==> config.mk <==
export PLATFORM = sky130hd
export DESIGN_NAME = pkt_rx_buffer
export DESIGN_NICKNAME = d
export VERILOG_FILES = /design/src/rtl/pkt_rx_buffer.sv
export SDC_FILE = /design/constraint.sdc
export NUM_CORES = 1
export LEC_CHECK = 0
export BUFFER_PORTS_ARGS = -buffer_cell sky130_fd_sc_hd__buf_2
export CORE_MARGIN = 8
export CORE_UTILIZATION = 45
export DETAILED_ROUTE_END_ITERATION = 10
export GPL_TIMING_DRIVEN = 0
export PLACE_DENSITY_LB_ADDON = 0.1
export SLEW_MARGIN = 0
export SYNTH_ARGS = -nofsm -noshare
export SYNTH_HDL_FRONTEND = slang
export SYNTH_SLANG_ARGS = --single-unit
==> constraint.sdc <==
create_clock -name clk -period 6 [get_ports clk]
set_input_delay 0.9 -clock clk [delete_from_list [all_inputs] [get_ports clk]]
set_output_delay 0.9 -clock clk [all_outputs]
set_load 0.01 [all_outputs]
==> src/rtl/pkt_rx_buffer.sv <==
// ---------------------------------------------------------------------------
// pkt_rx_buffer
//   Receive-side buffer for the 49-bit network packet. It keeps packets whose
//   destination port equals PORT_ID, stores their 32-bit payload in a
//   first-word-fall-through FIFO and offers it on a ready/valid stream. It
//   returns one credit per consumed word, and reports overflow and
//   misrouted-packet counts.
//
// Ports
//   clk         in   1    system clock, rising edge
//   reset_n     in   1    asynchronous active-low reset
//   in_port     in   49   [48] vld, [47:43] dst_leaf (unused), [42:39] dst_port,
//                         [38:32] reserved, [31:0] payload
//   dout        out  32   payload at the FIFO head
//   dout_vld    out  1    dout holds valid data
//   dout_rdy    in   1    consumer accepts dout this cycle
//   credit_ret  out  1    registered one-cycle pulse per word popped
//   fill_level  out  AW+1 number of stored words, 0..DEPTH
//   overflow    out  1    sticky: a matching packet was dropped while full
//   drop_cnt    out  8    saturating count of valid, misrouted packets
// ---------------------------------------------------------------------------
module pkt_rx_buffer #(
    parameter int         DEPTH   = 16,
    parameter logic [3:0] PORT_ID = 4'd0
) (
    input  logic                     clk,
    input  logic                     reset_n,
    input  logic [48:0]              in_port,
    output logic [31:0]              dout,
    output logic                     dout_vld,
    input  logic                     dout_rdy,
    output logic                     credit_ret,
    output logic [$clog2(DEPTH):0]   fill_level,
    output logic                     overflow,
    output logic [7:0]               drop_cnt
);

    localparam int AW = $clog2(DEPTH);
    localparam int CW = AW + 1;

    logic [31:0]   r_mem [DEPTH];
    logic [AW-1:0] r_rd_ptr;
    logic [AW-1:0] r_wr_ptr;
    logic [CW-1:0] r_count;
    logic          r_overflow;
    logic [7:0]    r_drop_cnt;
    logic          r_credit;

    logic w_vld;
    logic w_port_hit;
    logic w_match;
    logic w_misroute;
    logic w_full;
    logic w_pop;
    logic w_push;
    logic w_unused;

    // Leaf address and reserved field are not decoded at this stage.
    assign w_unused   = ^{in_port[47:43], in_port[38:32]};

    assign w_vld      = in_port[48];
    assign w_port_hit = (in_port[42:39] == PORT_ID);
    assign w_match    = w_vld && w_port_hit;
    assign w_misroute = w_vld && !w_port_hit;

    assign w_full     = (r_count == CW'(DEPTH));
    assign w_pop      = dout_vld && dout_rdy;
    // A full FIFO still accepts a word when the head leaves in the same cycle.
    assign w_push     = w_match && (!w_full || w_pop);

    // dout_vld derives only from the reset-cleared count, so an unwritten
    // (X) memory word can never make the stream look valid.
    assign dout_vld   = (r_count != '0);
    assign dout       = r_mem[r_rd_ptr];
    assign fill_level = r_count;
    assign credit_ret = r_credit;
    assign overflow   = r_overflow;
    assign drop_cnt   = r_drop_cnt;

    // Storage is intentionally left unreset; validity is tracked by r_count.
    always_ff @(posedge clk) begin
        if (w_push) begin
            r_mem[r_wr_ptr] <= in_port[31:0];
        end
    end

    // Pointers are AW bits wide so DEPTH (a power of two) wraps naturally.
    always_ff @(posedge clk or negedge reset_n) begin
        if (!reset_n) begin
            r_rd_ptr   <= '0;
            r_wr_ptr   <= '0;
            r_count    <= '0;
            r_overflow <= 1'b0;
            r_drop_cnt <= 8'd0;
            r_credit   <= 1'b0;
        end else begin
            if (w_push) begin
                r_wr_ptr <= r_wr_ptr + AW'(1);
            end
            if (w_pop) begin
                r_rd_ptr <= r_rd_ptr + AW'(1);
            end
            r_count  <= r_count + CW'(w_push) - CW'(w_pop);
            r_credit <= w_pop;
            if (w_match && !w_push) begin
                r_overflow <= 1'b1;
            end
            if (w_misroute && (r_drop_cnt != 8'hFF)) begin
                r_drop_cnt <= r_drop_cnt + 8'd1;
            end
        end
    end

endmodule

==> impl_metrics.yaml <==
outcome:
  status: "finished, final reports clean"
worst_hold_path:
  min_path_type: "input pin to async pin"
timing:
  max_freq_mhz: 254.0
  timing.final.crit_period_ns: 3.937
  finalHoldViolCount: 0
  grt_setup_unrepaired: "no"
  holdWs_ns: 0.3124
  drv_slew: 0
  worstMarginPinSlew_ns: 0.9688
  skew_ns: 0.01153
  finalCritPeriodShare: 0.6562
  setup_viol_count_final: 0
  slew_headroom: 0.3541
  worst_slack_ns: 2.063
clock_tree:
  insertion_delay_ns: 0.59
  cts_tree: "built"
  numCtsBuffers: 55
  cts-root-buf: "clkbuf_16"
  htree_levels: 2
  ctsHoldBuffers: 0
  cts.repair.resized: 0
  clk_pin_slew_worst_paths_ns: 0.06
  cts_setup_buffers: 0
  cts_num_sinks: 535
  clock_tree.buffer_depth: 3
power_and_ir_drop:
  comb_power_share: 0.311
  power_frac_clock: 0.295
  pwr_density_cell_nw_per_um2: 447.4
  p_seq_frac: 0.394
  netSwitchingFraction: 0.3173
  p_sw_w: 0.003443
  leakagePower_nw: 8.289
  internal_power_w: 0.007408
  ir_worst_vdd_v: 0.0002522
synth:
  synth-edff-count: 512
  yosys_warnings: 0
  netlist_top_cells_area: "edfxtp_1 (74%), mux4_2 (6.9%), mux2i_1 (6.2%), dfrtp_1 (2.8%), a221oi_1 (2.7%)"
  ys_seq_elements: 535
  synth_cell_types: 41
  yosys.area.top_type: "edfxtp_1"
  async_reset_ff_frac: 0.04299
  syn_avg_cell_area_um2: 19.92
  yosysSeqAreaShare: 0.7662
  syn-cell-area_um2: 20820
  synthFlopType: "edfxtp_1"
  yosysTopAreaCellShare: 0.7386
  synth_nets: 1110
  postSynthCellCount: 1045
cells_and_area:
  area_growth_pct: 16.50
  final_util: 0.5265
  layout_commonest_cell: "edfxtp_1"
  num_antenna_cells: 0
  fin_cells: 1867
  fin_nets: 1282
  final_area_um2: 24250
  layout_common_cells: "edfxtp_1 (512), mux2i_1 (128), buf_2 (105)"
  fillers: 3746
  layout-drive-gt1-share: 0.2421
detailed_routing:
  ant_nets: 0
  routed_via_density: 5.538
  routed_wl_um: 47270
  vias: 10340
  drtIter0Drc: 738
  drc: 0
  avgRoutedWirePerCell_um: 25.32
  firstDrtPassIters: 5
critical_path:
  crit_type: "flip-flop to output pin"
  r2r_slack_ns: 3.04
  crit_top_cell: "buf_2"
  cp_slowest_cell: "clkbuf_1"
  path_cells: "buf_2, clkbuf_1, mux4_2, a22oi_1, nand2_1, buf_2"
  start_kind: "flip-flop"
  max_stage_delay_ns: 0.71
  required_ns: 5.10
  end_kind: "output pin"
  arrival_ns: 3.04
  worstPathMaxFanout: 10
placement:
  pre_cts_slack_ns: 2.627
  dp.cells: 1767
  dp_hpwl_um: 30880
  gp_congestion: 0.6937
  port_buffers: 87
  post_dp_cell_area_um2: 22580
global_routing:
  grt_pass1_vias: 10960
  grt.total_usage: 0.1780
  antenna_found_initial: 1
  grt_max_degree: 24
  grt-ovfl-total: 0
  grt_pass1_wl_um: 71010
die:
  initial_core_util: 0.4519
  core_um2: 46060
  dieWidth_um: 231.1
  die_height_um: 231.1
  rows: 79
  dieArea_um2: 53400
  num_io_pins: 100
run:
  drv_cap: 0
==> path summary, 6_finish.rpt <==
path,cells after the start,from,to
worst max-delay path,6,r_rd_ptr[1]$_DFFE_PN0P_,dout[31]
worst min-delay path,1,reset_n,fill_level[4]$_DFF_PN0_
worst max register to register,15,fill_level[2]$_DFF_PN0_,fill_level[4]$_DFF_PN0_
worst min register to register,2,overflow$_DFFE_PN0P_,overflow$_DFFE_PN0P_
max in group asynchronous,1,reset_n,r_rd_ptr[0]$_DFFE_PN0P_
min in group clk,2,overflow$_DFFE_PN0P_,overflow$_DFFE_PN0P_
==> metrics by stage <==
stage                     setup TNS, ns  power (W)
after floorplan                       0   0.006557
after global placement          -170.90   0.007736
after detailed placement              0   0.007800
after CTS                             0    0.01100
after global routing                  0    0.01138
final                                 0    0.01085
==> sequential cells by signal (all words and copies together), names as in the netlist <==
register and count:
r_mem 512, drop_cnt 8, fill_level 5, r_rd_ptr 4, r_wr_ptr 4, credit_ret 1
overflow 1
==> worst max-delay path, delay by kind of cell (launching register included) <==
family / cells / cell delay, ns
simple gates: 1 / 0.15
compound gates: 1 / 0.18
mux: 1 / 0.42
flops: 1 / 0.45
buf+inv: 3 / 1.24
==> logic make-up after synthesis <==
kind of cell	after synthesis	synth area share
AND/OR/NAND/NOR	76	0.01641
buffers and inverters	71	0.02001
flip-flops	535	0.7662
AO/OA/AOI/OAI	139	0.05001
XOR/XNOR	17	0.007152
multiplexers	194	0.1320
adder cells (fa/ha/maj)	13	0.008174
==> layout make-up <==
class                      count  area (um2)  share of cell area
multi-input combinational    439        4561              0.1881
sequential                   535       15950              0.6577
timing repair buffer         115       897.1             0.03699
inverter                      14       52.55            0.002167
tap                          607       759.5             0.03132
clock inverter                24       150.1            0.006191
clock buffer                  76        1518             0.06258
buffer                        57       364.1             0.01501
==> power groups by stage <==
stage	logic (W)	clock network, W	registers, W
2_1_floorplan	0.00221	0	0.00435
3_3_place_gp	0.00339	0	0.00435
3_5_place_dp	0.00345	0	0.00435
4_1_cts	0.00345	0.00328	0.00427
5_1_grt	0.00369	0.00341	0.00428
6_report	0.00338	0.00320	0.00427
==> synthesized netlist by cell type, types with 2 or more instances <==
cell      number
edfxtp_1     512
mux2i_1      128
a221oi_1      64
mux4_2        64
nand2_1       41
o21ai_0       34
a22oi_1       32
dfrtp_1       23
buf_2         18
clkbuf_1      17
nor2_1        15
buf_6         14
inv_1         14
ha_1          12
xnor2_1       11
buf_4          6
xor2_1         6
nor3_1         4
nand4_1        3
a21oi_1        2
buf_1          2
nand2b_1       2
nand3_1        2
o211ai_1       2
==> per-layer routing <==
layer	part of all wire	routed length [um]	track usage	vias to the layer above
met2	0.49	23340	0.2976	207
met4	0.020	962	0.04613	2
met3	0.041	1942	0.03387	70
met1	0.44	21010	0.2389	5409
li1	-	-	-	4651
met5	0.00028	13	0	-
Power figures use the tool's default switching activity.
